[src/rtl/register_file_port_sequencer_pkg.sv]
// Shared types and default sizes for the register-file port sequencer.
// The FSM state encoding lives here so the sequencer and its users agree on it.
package register_file_port_sequencer_pkg;

  localparam int XLEN = 64;
  localparam int AW   = 5;

  typedef enum logic [2:0] {
    IDLE,
    RS1,
    RS2,
    HOLD,
    WB
  } rfps_state_e;

endpackage

[src/rtl/d_flip_flop.sv]
// Enabled D register with asynchronous active-high clear.
// This is the shared storage primitive for the datapath registers.
module d_flip_flop #(
  parameter int WIDTH = 1
) (
  input  logic             clk,
  input  logic             rst,
  input  logic             en,
  input  logic [WIDTH-1:0] d,
  output logic [WIDTH-1:0] q
);

  // NOTE: clocked state uses non-blocking assignment so every register samples pre-edge values.
  always_ff @(posedge clk or posedge rst) begin
    if (rst)     q <= '0;
    else if (en) q <= d;
  end

endmodule

[src/rtl/register_file_port_sequencer.sv]
// Serialises decode operand fetches and execute writebacks onto the single
// cs/we/addr port of the integer register file; x0 never costs a port cycle.
module register_file_port_sequencer #(
  parameter int XLEN = register_file_port_sequencer_pkg::XLEN,
  parameter int AW   = register_file_port_sequencer_pkg::AW
) (
  input  logic            clk,
  input  logic            rst,
  input  logic            flush,
  input  logic            req_valid,
  output logic            req_ready,
  input  logic [AW-1:0]   req_rs1,
  input  logic [AW-1:0]   req_rs2,
  input  logic [AW-1:0]   req_rd,
  input  logic            req_use_rs1,
  input  logic            req_use_rs2,
  output logic            out_valid,
  input  logic            out_ready,
  output logic [XLEN-1:0] out_op1,
  output logic [XLEN-1:0] out_op2,
  output logic [AW-1:0]   out_rd,
  input  logic            wb_valid,
  output logic            wb_ready,
  input  logic [AW-1:0]   wb_rd,
  input  logic [XLEN-1:0] wb_data,
  output logic            rf_cs,
  output logic            rf_we,
  output logic [AW-1:0]   rf_addr,
  output logic [XLEN-1:0] rf_wr_data,
  input  logic [XLEN-1:0] rf_rd_data
);

  import register_file_port_sequencer_pkg::*;

  rfps_state_e state, state_nxt;

  logic            req_fire;
  logic            wb_load;
  logic            eff1, eff2;
  logic [AW-1:0]   rs1_q, rs2_q, wb_rd_q;
  logic            eff2_q;
  logic [XLEN-1:0] wb_data_q;
  logic            op1_en, op2_en;
  logic [XLEN-1:0] op1_d, op2_d;

  // A source is only fetched when it is needed and is not the hard-wired x0.
  assign eff1 = req_use_rs1 && (req_rs1 != '0);
  assign eff2 = req_use_rs2 && (req_rs2 != '0);

  always_ff @(posedge clk or posedge rst) begin
    if (rst) state <= IDLE;
    else     state <= state_nxt;
  end

  // NOTE: every output of this block gets a default first so no latch is inferred.
  always_comb begin
    state_nxt  = state;
    req_ready  = 1'b0;
    req_fire   = 1'b0;
    wb_ready   = 1'b0;
    wb_load    = 1'b0;
    out_valid  = 1'b0;
    rf_cs      = 1'b0;
    rf_we      = 1'b0;
    rf_addr    = '0;
    rf_wr_data = '0;
    case (state)
      IDLE: begin
        wb_ready  = 1'b1;
        req_ready = !wb_valid && !flush;
        req_fire  = req_valid && req_ready;
        if (wb_valid) begin
          // Writes to x0 are accepted and silently dropped.
          if (wb_rd != '0) begin
            wb_load   = 1'b1;
            state_nxt = WB;
          end
        end else if (req_fire) begin
          state_nxt = eff1 ? RS1 : (eff2 ? RS2 : HOLD);
        end
      end
      RS1: begin
        rf_cs     = 1'b1;
        rf_addr   = rs1_q;
        state_nxt = flush ? IDLE : (eff2_q ? RS2 : HOLD);
      end
      RS2: begin
        rf_cs     = 1'b1;
        rf_addr   = rs2_q;
        state_nxt = flush ? IDLE : HOLD;
      end
      HOLD: begin
        out_valid = 1'b1;
        if (flush || out_ready) state_nxt = IDLE;
      end
      WB: begin
        // flush is deliberately ignored: the write always lands.
        rf_cs      = 1'b1;
        rf_we      = 1'b1;
        rf_addr    = wb_rd_q;
        rf_wr_data = wb_data_q;
        state_nxt  = IDLE;
      end
      default: state_nxt = IDLE;
    endcase
  end

  // Accept clears the operands so skipped sources read as zero.
  assign op1_en = req_fire || (state == RS1 && !flush);
  assign op2_en = req_fire || (state == RS2 && !flush);
  assign op1_d  = (state == RS1) ? rf_rd_data : '0;
  assign op2_d  = (state == RS2) ? rf_rd_data : '0;

  d_flip_flop #(.WIDTH(2*AW+1)) u_req_q (
    .clk (clk),
    .rst (rst),
    .en  (req_fire),
    .d   ({req_rs1, req_rs2, eff2}),
    .q   ({rs1_q, rs2_q, eff2_q})
  );

  d_flip_flop #(.WIDTH(AW)) u_rd_q (
    .clk (clk),
    .rst (rst),
    .en  (req_fire),
    .d   (req_rd),
    .q   (out_rd)
  );

  d_flip_flop #(.WIDTH(XLEN)) u_op1_q (
    .clk (clk),
    .rst (rst),
    .en  (op1_en),
    .d   (op1_d),
    .q   (out_op1)
  );

  d_flip_flop #(.WIDTH(XLEN)) u_op2_q (
    .clk (clk),
    .rst (rst),
    .en  (op2_en),
    .d   (op2_d),
    .q   (out_op2)
  );

  d_flip_flop #(.WIDTH(AW+XLEN)) u_wb_q (
    .clk (clk),
    .rst (rst),
    .en  (wb_load),
    .d   ({wb_rd, wb_data}),
    .q   ({wb_rd_q, wb_data_q})
  );

endmodule

[config.mk]
export PLATFORM = sky130hd
export DESIGN_NAME = register_file_port_sequencer
export DESIGN_NICKNAME = d
export VERILOG_FILES = /design/src/rtl/register_file_port_sequencer_pkg.sv /design/src/rtl/d_flip_flop.sv /design/src/rtl/register_file_port_sequencer.sv
export SDC_FILE = /design/constraint.sdc
export NUM_CORES = 1
export LEC_CHECK = 0
export ABC_AREA = 1
export BUFFER_PORTS_ARGS = -buffer_cell sky130_fd_sc_hd__buf_2
export CORE_ASPECT_RATIO = 1.5
export CORE_UTILIZATION = 50
export DETAILED_ROUTE_END_ITERATION = 12
export PLACE_DENSITY = 0.81
export SLEW_MARGIN = 5
export SYNTH_ARGS = -nofsm -noshare
export SYNTH_HDL_FRONTEND = slang
export SYNTH_HIERARCHICAL = 1
export SYNTH_SLANG_ARGS = --single-unit
[constraint.sdc]
create_clock -name clk -period 3 [get_ports clk]
set_input_delay 0.9 -clock clk [delete_from_list [all_inputs] [get_ports clk]]
set_output_delay 0.9 -clock clk [all_outputs]
set_load 0.02 [all_outputs]
After elaboration in Yosys (flattened, before gate mapping). Cells that the tools add are included.

Register bits: 216. Word-level logic and storage cells: 53. Input port bits: 156. Output and inout port bits: 207.

Equal/unequal tests: 7. Reductions and logical operators: 17. Muxes and demuxes: 23.

Operator list (count): 64-bit two-way mux (3); 5-bit case mux with 3 select lines (1); 5-bit nonzero test (3); 3-bit two-way mux (4); 3-bit case mux with 4 select lines (1); 1-bit two-way mux (11); 3-bit by 2-bit equality test with 1-bit output (second input constant) (2); 1-bit logical AND (6); 2-bit two-way mux (3); 3-bit != test (second input constant) (2); 3-bit by 1-bit equality test with 1-bit output (second input constant) (1); 3-bit equality test (second input constant) (1); 3-bit logical NOT (1); 1-bit logical OR (3); 3-bit AND reduction (1); 3-bit OR reduction (1); 1-bit logical NOT (2); 2-bit != test (second input constant) (1).

Longest topological paths before layout. Gate-level depths: netlist of run 1.

Depth in word-level cells: 7. Mapped depth: 11. Depth with buffers taken out: 9.

Hierarchy. Netlist of run 1, hierarchy kept.

By module, submodules not included: d_flip_flop at u_op1_q ... (seq. area each 1601.5 um2, cells an instance 271, times used 2, area an instance 2449.8 um2); d_flip_flop at u_wb_q (seq. area each 1726.7 um2, cells an instance 293, times used 1, area an instance 2612.5 um2); register_file_port_sequencer (seq. area each 75.1 um2, cells an instance 425, times used 1, area an instance 1895.6 um2); d_flip_flop at u_req_q (seq. area each 275.3 um2, cells an instance 48, times used 1, area an instance 425.4 um2); d_flip_flop at u_rd_q (seq. area each 125.1 um2, cells an instance 22, times used 1, area an instance 188.9 um2).

Least setup slack after synthesis of run 1. OpenSTA, ideal clock, no wires.

Kind: input port to output port. From: in wb_valid. To: out req_ready. Data arrival time: 1.397 ns. Required time: 2.100 ns. Path buffers: 0. Stages on the path: 1. Path slack: 0.703 ns. Path through: nor3_1.

Word-level cells in the longest chain between the ends: 3.

RTL lines: from (decl) (RTL line register_file_port_sequencer.sv:22) `input logic wb_valid,`; 1-bit logical NOT (RTL line register_file_port_sequencer.sv:70) `req_ready = !wb_valid && !flush;`; 1-bit logical AND (RTL line register_file_port_sequencer.sv:70); 1-bit two-way mux (RTL line register_file_port_sequencer.sv:67) `case (state)`; to (decl) (RTL line register_file_port_sequencer.sv:11) `output logic req_ready,`.

Every way passes these cells.

Worst setup path in the final report of run 1.
From: reg state[1]. To: out rf_wr_data[62].

Word-level cells in the longest chain between the ends: 2.

RTL lines: from (decl) (RTL line register_file_port_sequencer.sv:35) `rfps_state_e state, state_nxt;`; from (signal assigned) (RTL line register_file_port_sequencer.sv:52) `else state <= state_nxt;`; 3-bit equality test (RTL line register_file_port_sequencer.sv:67); 64-bit two-way mux (RTL line register_file_port_sequencer.sv:67); to (decl) (RTL line register_file_port_sequencer.sv:29) `output logic [XLEN-1:0] rf_wr_data,`.

Every way passes these cells.

==> summary.txt, run 1 <==
STA
  • Clock skew: 0.00936 ns
  • Final worst slack: 0.0956 ns
  • Final period utilization: 96.8%
  • Slew @ Worst Pin: 1.17 ns
  • Fin. max-slew vios: 0
  • Relative slew slack: 22.2%
  • Hold Slack: ~0.35 ns
  • Endpoints failing hold: 0
  • Max frequency: 344 MHz
  • Min cycle time layout: 2.90 ns
  • Final setup fails: 0

Power
  • Leakage power total: between 8 and 9 nW
  • Cell area power density: 1050 nW/um2
  • Design Power: ~13 mW
  • Peak supply drop: 623 uV

Setup path
  • R2r setup slk: 0.69 ns
  • CP startpoint: state[1]$_DFFE_PP0P_
  • Worst R2R End: u_wb_q/q[58]$_DFFE_PP0P_
  • CP endpoint kind: primary output
  • WP data required: 2.10 ns
  • Worst R2R Start: state[1]$_DFFE_PP0P_
  • Worst-path fanout max: between 40 and 50
  • Worst-case reg-to-reg path depth: 8
  • Critical path data arrival time: 2.00 ns
  • Critical path endpoint: rf_wr_data[62]
  • Startpoint types: flop
  • Worst setup path category: reg2out

Global route
  • Initial antenna violation count: 2
  • Vias in the first global route: 9,102
  • Met2 usage in global routing: 45.3%
  • Total grt overflow: 0
  • Grt met3 use: 5.52%
  • GRT Util Overall: 25.8%
  • Pin count of the biggest net entering global routing: 65
  • Met1 Resource Use GR: approximately 30%
  • Top Usage Layer GRT: met2
  • First-pass GRT wire length: between 40 and 50 mm

Placed design
  • Post-DP HPWL: 18.4 mm
  • Area post-placement: roughly 12,000 um2
  • Pre-CTS WS: 0.481 ns
  • GP Congestion: 0.845
  • Port-buffer cells: 362

Clock network
  • Clock root buffer: clkbuf_16
  • Clock slew at reported path FFs: 0.06 ns
  • CTS tree: built
  • Sinks on the clock net: 216
  • Number of buffers on the longest clock path: 3
  • Clk Latency, worst-skew pair: roughly 0.5 ns
  • H-tree depth: 1
  • Number of setup buffers added after CTS: 0
  • Cts bufs inserted: 21

Routing
  • Initial DRT Pass Iterations: 5
  • DRC viols: 0
  • Initial DRC count: approximately 520
  • Wirelength, routed: 26.6 mm
  • Routed vias: 9,222
  • Vias per cell: ~4.7
  • Detail Route Antenna Nets: 0
  • DR WL/cell: 13.7 um

Synth
  • Synthesized area per cell: 7.54 um2
  • YS warnings: 6
  • Cell taking the most area after synthesis: dfrtp_1
  • Synth top area cells: dfrtp_1 (54%), nand2_1 (25%), nor2_1 (5.8%), inv_1 (5.3%), nor2_2 (3.1%)
  • Sequential area share after synthesis: 53.9%
  • Synth cell types: 17
  • Yosys top cell area share: 53.9%
  • Netlist Area Pre-Place: between 10,000 and 15,000 um2
  • Yosys reg bits: about 220
  • Post-synth net total: around 1,500
  • Post-synthesis cell count: 1,330

Die
  • DIE AREA: roughly 21,000 um2
  • Core area: about 20,000 um2
  • Die height: 175 um
  • Initial core utilization: 50.9%
  • IO Pins: 363
  • Chip Width: approximately 120 um
  • # rows: between 60 and 70

Min path
  • Hold Path Class: in2async

Cells and area
  • Share of cells above drive strength 1: 28.7%
  • Post-route cell area: 12,600 um2
  • Final #Nets: about 1,800
  • Synth-to-Final Area Change: 25.6%
  • Final core utilization: 63.9%

Flow run
  • Max-Cap Viols: 0

Outcome
  • Status: completed
==> cell usage in the layout (no fill, tap or decap) <==
cell type,Yosys,layout
buf_4,5,9
inv_6,0,1
clkinv_4,0,1
dfrtp_1,216,216
clkbuf_16,0,21
nand2_2,0,3
clkbuf_8,12,4
nor3_4,2,2
inv_1,141,138
diode_2,0,1
buf_12,0,5
inv_2,9,12
nor3_1,3,3
nand2_4,0,1
buf_2,33,362
a21oi_1,2,1
nand3_1,8,8
inv_4,1,1
nand2_1,678,675
nor2_2,50,51
clkbuf_1,3,3
clkinv_2,0,5
a21oi_4,0,1
nand3b_1,1,1
nor2_1,155,154
bufinv_16,0,3
==> per-layer routing <==
layer  share of wire (%)  vias up
met4                 4.7        0
met3                 8.2       87
met5                   0        -
met2                  49      453
li1                    -     4504
met1                  38     4178
==> critical path, cell delays in order (launching register included) <==
cell and delay (ns):
dfrtp_1 0.43, nor2_2 0.28, nand2_4 0.19, buf_12 0.22, nor2_1 0.17, buf_2 0.20
==> sequential cells by signal, summed over array words and instances, names as in the netlist <==
name,flops
u_req_q/q,11
state,3
u_op2_q/q,64
u_wb_q/q,69
u_op1_q/q,64
u_rd_q/q,5
==> kinds of logic (layout without fill, tap and decap cells) <==
| group | Yosys count | after routing | share of synthesized area, % |
|---|---|---|---|
| AO/OA/AOI/OAI | 2 | 2 | 0.0999 |
| AND/OR/NAND/NOR | 897 | 898 | 35.3 |
| other | 0 | 1 | 0 |
| buffers and inverters | 215 | 565 | 10.7 |
| flip-flops | 216 | 216 | 53.9 |
==> through the flow <==
stage | instances | setup TNS (ns)
4_1_cts | 1940 | 0
5_1_grt | 1942 | -0.00365
6_report | 1942 | 0
2_1_floorplan | 1330 | 0
3_5_place_dp | 1902 | 0
3_3_place_gp | 1902 | 0
==> worst min path at each step <==
stage | start | end | slack [ns] | depth (start not counted)
floorplan | u_wb_q/q[0]$_DFFE_PP0P_ | u_wb_q/q[0]$_DFFE_PP0P_ | 0.44 | 2
global placement | u_op1_q/q[5]$_DFFE_PP0P_ | u_op1_q/q[5]$_DFFE_PP0P_ | 0.45 | 2
detailed placement | u_op1_q/q[16]$_DFFE_PP0P_ | u_op1_q/q[16]$_DFFE_PP0P_ | 0.45 | 2
CTS | rst | state[2]$_DFFE_PP0P_ | 0.34 | 2
global route | rst | state[2]$_DFFE_PP0P_ | 0.36 | 2
finish | rst | state[2]$_DFFE_PP0P_ | 0.35 | 2
==> repair_timing <==
item	CTS	global route
setup endpoints to repair	6	1
gates resized for setup	1	1
cloned	0	1
hold buffers	0	0
==> cell usage after synthesis (all sizes together) <==
master,number
nand2,678
dfrtp,216
nor2,205
inv,151
buf,49
clkbuf,15
nand3,8
nor3,5
a21oi,2
nand3b,1
==> final cells by class <==
| cell class | count | area [um2] |
|---|---|---|
| multi-input cells | 900 | 3580 |
| clock buffers | 28 | 592 |
| fillers | 1708 | 7120 |
| diodes | 1 | 2.50 |
| inverters | 151 | 569 |
| well taps | 260 | 325 |
| repair buffers | 376 | 1980 |
| flip-flops and latches | 216 | 5410 |
| clock inverters | 10 | 133 |
==> where the power goes <==
group,switching [mW],internal [mW],total [mW],leakage [nW]
Combinational,3.80,1.64,5.44,4.80
Sequential,0.753,4.23,4.98,2.85
Clock,1.11,1.65,2.76,0.362
Total,5.66,7.52,13.2,8.02
Power figures use the tool's default switching activity.
==> inputs of run 2 (changes only) <==
- CORE_UTILIZATION: 50 -> 45
- PLACE_DENSITY: 0.81 -> 0.77
- clock period: 3 -> 2.4 ns (I/O delays scaled with it)
==> summary.txt, run 2 (same netlist as run 1, synthesis figures left out) <==
Die
  • IO Pins: 363 (unchanged)
  • Chip Width: 124 um (+5.3%)
  • DIE AREA: 22,900 um2 (+11%)
  • # rows: 66 (+4.8%)
  • Die height: 185 um (+5.3%)
  • Core area: 21,800 um2 (+11%)
  • Initial core utilization: 46.0% (-4.9 points)

Placed design
  • Area post-placement: 12,000 um2 (+1.3%)
  • Pre-CTS WS: 0.218 ns (-0.263 ns)
  • Port-buffer cells: 362 (unchanged)
  • GP Congestion: 0.877 (+3.8%)
  • Post-DP HPWL: 19.6 mm (+7.0%)

Cells and area
  • Share of cells above drive strength 1: 33.0% (+4.3 points)
  • Leading cell type in the layout, fill and taps excluded: nand2_1
  • Commonest cells after routing, fill and taps aside: nand2_1 (673), buf_2 (292), dfrtp_1 (213)
  • Post-route cell area: 13,500 um2 (+7.0%)
  • Area of the multi-input gates: 3820 um2 (+6.7%)
  • Final #Nets: 1,846 (+1.3%)
  • Top Registers: u_wb_q/q (69), u_op1_q/q (64), u_op2_q/q (64)
  • Largest register FFs: 69 (unchanged)
  • Layout fillers: 1,822 (+6.7%)
  • Most flops, register: u_wb_q/q
  • FF/Latch Area: 5410 um2 (about the same)
  • Synth-to-Final Area Change: 34.4%

Setup path
  • Top Family by Delay on Critical Path: simple AND/OR/NAND/NOR gates
  • R2r setup slk: 0.23 ns (-0.46 ns)
  • Worst setup path category: reg2out
  • Crit-path slowest cell: dfrtp_2
  • Worst path cell trace: nor2_4 > nand2_8 > clkbuf_16 > nor2_1 > buf_4
  • Crit path largest cell delay: 0.43 ns (about the same)
  • WP buf/inv: 2 (unchanged)
  • Critical path data arrival time: 1.77 ns (-0.23 ns)
  • CP endpoint kind: primary output
  • Worst-path fanout max: 16 (-64%)
  • Startpoint types: flop
  • WP data required: 1.68 ns (-0.42 ns)

Routing
  • Vias per cell: 4.71 (-0.75%)
  • Wirelength, routed: 29.2 mm (+9.7%)
  • Routed vias: 9,332 (+1.2%)
  • DR WL/cell: 14.7 um (+7.6%)
  • Initial DRC count: 416 (-20%)
  • Detail Route Antenna Nets: 0 (unchanged)
  • DRC viols: 0 (unchanged)
  • Initial DRT Pass Iterations: 5 (unchanged)

STA
  • Fin. max-slew vios: 0 (unchanged)
  • Min cycle time layout: 2.49 ns
  • Relative slew slack: 53.0% (+31 points)
  • Final setup fails: 56 (+56)
  • Clock skew: 0.00608 ns (-0.00329 ns)
  • RSZ-0062 raised after global routing: true
  • Max frequency: around 400 MHz
  • Endpoints failing hold: 0 (unchanged)
  • Slew @ Worst Pin: 0.706 ns (-0.461 ns)
  • Final worst slack: -0.0919 ns (-0.188 ns)
  • Final period utilization: 104%
  • Hold Slack: 0.184 ns (-0.170 ns)

Global route
  • First-pass GRT wire length: 43.9 mm (+1.5%)
  • Vias in the first global route: 8,954 (-1.6%)
  • Pin count of the biggest net entering global routing: 65 (unchanged)
  • GRT Util Overall: 24.6% (-1.2 points)
  • Initial antenna violation count: 4 (+2)
  • Total grt overflow: 0 (unchanged)

Min path
  • Hold Path Class: in2async

Clock network
  • CTS tree: built
  • Clock slew at reported path FFs: 0.06 ns (about the same)
  • Cts bufs inserted: 22 (+4.8%)
  • Clock root buffer: clkbuf_16
  • Sinks on the clock net: 216 (unchanged)
  • Hold buffer count at cts: 0 (unchanged)
  • Clk Latency, worst-skew pair: 0.49 ns (about the same)
  • Number of buffers on the longest clock path: 3 (unchanged)
  • H-tree depth: 1 (unchanged)

Power
  • Peak supply drop: 791 uV (+27%)
  • Leakage power total: 8.23 nW (+2.6%)
  • Design Power: 17.5 mW (+33%)
  • Cell area power density: 1300 nW/um2 (+24%)

Outcome
  • Status: finished, violations left
  • Failing checks: setup timing

Flow run
  • Max-Cap Viols: 0 (unchanged)
==> run 2: cell count changes in the layout (fill, tap and decap cells not counted), sizes merged <==
cell,before,now
buf,376,399
clkbuf,28,35
diode,1,4
inv,152,149
bufinv,3,1
clkinv,6,4
clkinvlp,0,1
nand2,679,678
==> run 2: worst paths after layout <==
| kind | from | endpoint | cells after the start |
|---|---|---|---|
| max | state[1]$_DFFE_PP0P_ | rf_wr_data[19] | 5 |
| min | rst | state[0]$_DFFE_PP0P_ | 2 |
| max reg2reg | state[1]$_DFFE_PP0P_ | u_wb_q/q[48]$_DFFE_PP0P_ | 8 |
| min reg2reg | u_op1_q/q[20]$_DFFE_PP0P_ | u_op1_q/q[20]$_DFFE_PP0P_ | 2 |
| max in group asynchronous | rst | u_wb_q/q[55]$_DFFE_PP0P_ | 3 |
| min in group clk | wb_data[19] | u_wb_q/q[19]$_DFFE_PP0P_ | 3 |
==> run 2: final cells by class <==
| class | instances | share of cell area, % |
|---|---|---|
| sequential | 216 | 40.2 |
| multi-input combinational | 899 | 28.3 |
| timing repair buffer | 400 | 19.4 |
| clock buffer | 34 | 4.88 |
| inverter | 151 | 4.30 |
| tap | 272 | 2.53 |
| clock inverter | 4 | 0.362 |
| antenna | 4 | 0.0743 |
==> run 2: metrics by stage <==
stage | setup TNS, ns | utilization, % | instances
3_5_place_dp | 0 | 55.0 | 1925
2_1_floorplan | 0 | - | 1330
4_1_cts | -1.18 | 60.5 | 1972
3_3_place_gp | 0 | 55.0 | 1925
5_1_grt | -5.41 | 61.8 | 1979
6_report | -1.33 | 61.8 | 1980
==> run 2: where the power goes <==
part | internal, mW | switching [mW] | leakage [nW]
clock | 1.99 | 1.37 | 0.347
combinational | 2.65 | 5.23 | 5.03
sequential | 5.30 | 0.962 | 2.85
total | 9.93 | 7.57 | 8.23
==> run 2: repair_timing <==
action	CTS	global route
gates cloned	3	1
pin swaps	8	6
resized for setup	134	60
buffers inserted	6	3
setup endpoints to repair	70	70
endpoints found under the hold margin	0	0
==> run 2: metal layers <==
| layer | share of wire [%] | wire length (um) | vias up | global-route usage, % |
|---|---|---|---|---|
| li1 | - | - | 4559 | - |
| met1 | 37 | 10700 | 4211 | 28.0 |
| met2 | 50 | 14700 | 459 | 43.1 |
| met3 | 7.7 | 2250 | 101 | 4.71 |
| met4 | 5.3 | 1540 | 2 | 12.6 |
| met5 | 0.027 | 8 | - | 0 |
==> inputs of run 3 (changes only) <==
- CORE_UTILIZATION: 45 -> 50
- PLACE_DENSITY: 0.77 -> 0.81
- clock period: 2.4 -> 2.59 ns (I/O delays scaled with it)
==> summary.txt, run 3 (same netlist as run 1, synthesis figures left out) <==
STA
  • Slew @ Worst Pin: 1.03 ns (+0.327 ns)
  • Max frequency: 401 MHz
  • Relative slew slack: 31.2% (-22 points)
  • Sum of negative setup slack: 0 ns (+1.33 ns)
  • Fin. max-slew vios: 0 (unchanged)
  • RSZ-0062 raised after global routing: false
  • Clock skew: 0.0110 ns (+0.00488 ns)
  • Min cycle time layout: 2.49 ns
  • Final setup fails: 0 (-100%)
  • Endpoints failing hold: 0 (unchanged)
  • Final worst slack: 0.0969 ns (+0.189 ns)
  • Final period utilization: a little over nine tenths

Routing
  • Wirelength, routed: 27.1 mm (-7.2%)
  • Initial DRT Pass Iterations: 5 (unchanged)
  • DR WL/cell: 14.0 um (-5.3%)
  • Detail Route Antenna Nets: 0 (unchanged)
  • Vias per cell: 4.74 (+0.49%)
  • Routed vias: 9,198 (-1.4%)
  • Initial DRC count: 639 (+54%)
  • DRC viols: 0 (unchanged)

Power
  • Part of the power in combinational logic: 43.0% (-2.0 points)
  • Flop pwr share: 38.4% (+2.6 points)
  • Clk network pwr share: 18.6% (-0.6 points)
  • Design Power: 15.1 mW (-14%)
  • Psw: 6.55 mW (-13%)
  • Peak supply drop: 681 uV (-14%)
  • Leakage power total: 8.01 nW (-2.6%)
  • Cell area power density: 1190 nW/um2 (-8.0%)
  • Cell internal pwr: 8.51 mW (-14%)
  • Sw frac: 43.5% (+0.22 points)

Setup path
  • CP endpoint kind: primary output
  • R2r setup slk: 0.60 ns (+0.37 ns)
  • Worst-path fanout max: 25 (+9)
  • Worst-case reg-to-reg path depth: 9 (+1)
  • Worst path cell trace: nor2_4 > nand2_4 > buf_12 > nor2_1 > buf_4
  • Worst R2R Start: state[2]$_DFFE_PP0P_
  • Crit path largest cell delay: 0.45 ns (+0.02 ns)
  • Startpoint types: flop
  • WP data required: 1.81 ns (+0.13 ns)
  • Worst setup path category: reg2out
  • Top Family by Delay on Critical Path: flip-flops
  • WP buf/inv: 2 (unchanged)
  • Critical path data arrival time: 1.72 ns (-0.05 ns)
  • Crit-path slowest cell: dfrtp_2
  • Worst R2R End: u_op2_q/q[16]$_DFFE_PP0P_

Placed design
  • Post-DP HPWL: 18.3 mm (-6.6%)
  • Port-buffer cells: 362 (unchanged)
  • GP Congestion: 0.830 (-5.4%)
  • Pre-CTS WS: 0.327 ns (+0.110 ns)

Clock network
  • CTS tree: built
  • Clock slew at reported path FFs: 0.06 ns (about the same)
  • Number of buffers on the longest clock path: 3 (unchanged)
  • Cts bufs inserted: 21 (-4.5%)
  • Sinks on the clock net: 216 (unchanged)
  • Clk Latency, worst-skew pair: 0.49 ns (about the same)
  • Clock root buffer: clkbuf_16
  • H-tree depth: 1 (unchanged)
  • Hold buffer count at cts: 0 (unchanged)

Cells and area
  • Largest register FFs: 69 (unchanged)
  • Most flops, register: u_wb_q/q
  • Final #Nets: 1,828 (-0.98%)
  • Commonest cells after routing, fill and taps aside: nand2_1 (675), buf_2 (358), dfrtp_1 (214)
  • Top Registers: u_wb_q/q (69), u_op1_q/q (64), u_op2_q/q (64)
  • Share of cells above drive strength 1: 28.8% (-4.2 points)
  • Synth-to-Final Area Change: 25.8%
  • Leading cell type in the layout, fill and taps excluded: nand2_1

Die
  • Die height: 175 um (-5.1%)
  • # rows: 63 (-4.5%)
  • DIE AREA: 20,600 um2 (-9.9%)
  • Initial core utilization: 50.9% (+4.9 points)
  • IO Pins: 363 (unchanged)
  • Core area: 19,700 um2 (-9.6%)
  • Chip Width: 118 um (-5.1%)

Global route
  • Vias in the first global route: 8,782 (-1.9%)
  • Initial antenna violation count: 2 (-2)
  • Pin count of the biggest net entering global routing: 65 (unchanged)
  • Total grt overflow: 0 (unchanged)
  • GRT Util Overall: 25.8% (+1.3 points)
  • First-pass GRT wire length: 43.2 mm (-1.6%)

Min path
  • Hold Path Class: in2async

Flow run
  • Max-Cap Viols: 0 (unchanged)

Outcome
  • Status: completed
-- run 3: cell count changes in the layout (fill, tap and decap cells not counted), sizes merged --
cell | previous run | this run
buf | 399 | 382
clkbuf | 35 | 30
clkinv | 4 | 2
diode | 4 | 2
inv | 149 | 151
bufinv | 1 | 0
clkinvlp | 1 | 0
-- run 3: metal layers --
layer	wire length (um)	GRT usage [%]	vias up
li1	-	-	4506
met1	10600	31.2	4212
met2	13600	45.0	412
met3	1910	5.29	68
met4	1020	10.7	0
met5	0	0	-
-- run 3: final cells by class --
| type | instances | area, um2 |
|---|---|---|
| clock inverter | 2 | 10.0 |
| clock buffer | 29 | 596 |
| multi-input combinational | 899 | 3580 |
| sequential | 216 | 5410 |
| timing repair buffer | 383 | 2110 |
| inverter | 151 | 569 |
| fill | 1701 | 7100 |
| antenna | 2 | 5.00 |
| tap | 260 | 325 |
-- run 3: timing repair --
| item | 4_1_cts | 5_1_grt |
|---|---|---|
| buffers inserted | 0 | 4 |
| endpoints found under the setup margin | 4 | 41 |
| resized for setup | 2 | 10 |
| pin swaps | 0 | 3 |
| cloned | 0 | 1 |
| hold endpoints to repair | 0 | 0 |
-- run 3: worst max path at each step --
| stage | startpoint | endpoint | cells after the start |
|---|---|---|---|
| 6_report | state[0]$_DFFE_PP0P_ | rf_wr_data[53] | 5 |
| 5_1_grt | state[0]$_DFFE_PP0P_ | rf_wr_data[60] | 5 |
| 4_1_cts | state[1]$_DFFE_PP0P_ | rf_wr_data[23] | 5 |
| 3_5_place_dp | wb_rd[3] | u_wb_q/q[44]$_DFFE_PP0P_ | 7 |
| 3_3_place_gp | wb_rd[3] | u_wb_q/q[36]$_DFFE_PP0P_ | 7 |
| 2_1_floorplan | rst | u_wb_q/q[0]$_DFFE_PP0P_ | 1 |
-- run 3: power by group through the flow --
stage | combinational [mW] | clock (mW) | sequential (mW)
finish | 6.48 | 2.80 | 5.78
global route | 7.11 | 3.00 | 5.95
CTS | 6.40 | 2.86 | 5.77
detailed placement | 6.37 | 0 | 5.79
global placement | 6.22 | 0 | 5.75
floorplan | 3.20 | 0 | 6.81
-- run 3: through the flow --
step / instances / area [um2] / hold WS (ns) / util (%)
finish: 1942 / 12600 / 0.250 / 64.0
global route: 1942 / 12600 / 0.239 / 64.0
CTS: 1935 / 12500 / 0.230 / 63.5
detailed placement: 1904 / 11900 / 0.453 / 60.4
global placement: 1904 / 11900 / 0.448 / 60.4
floorplan: 1330 / 10000 / 0.442 / -
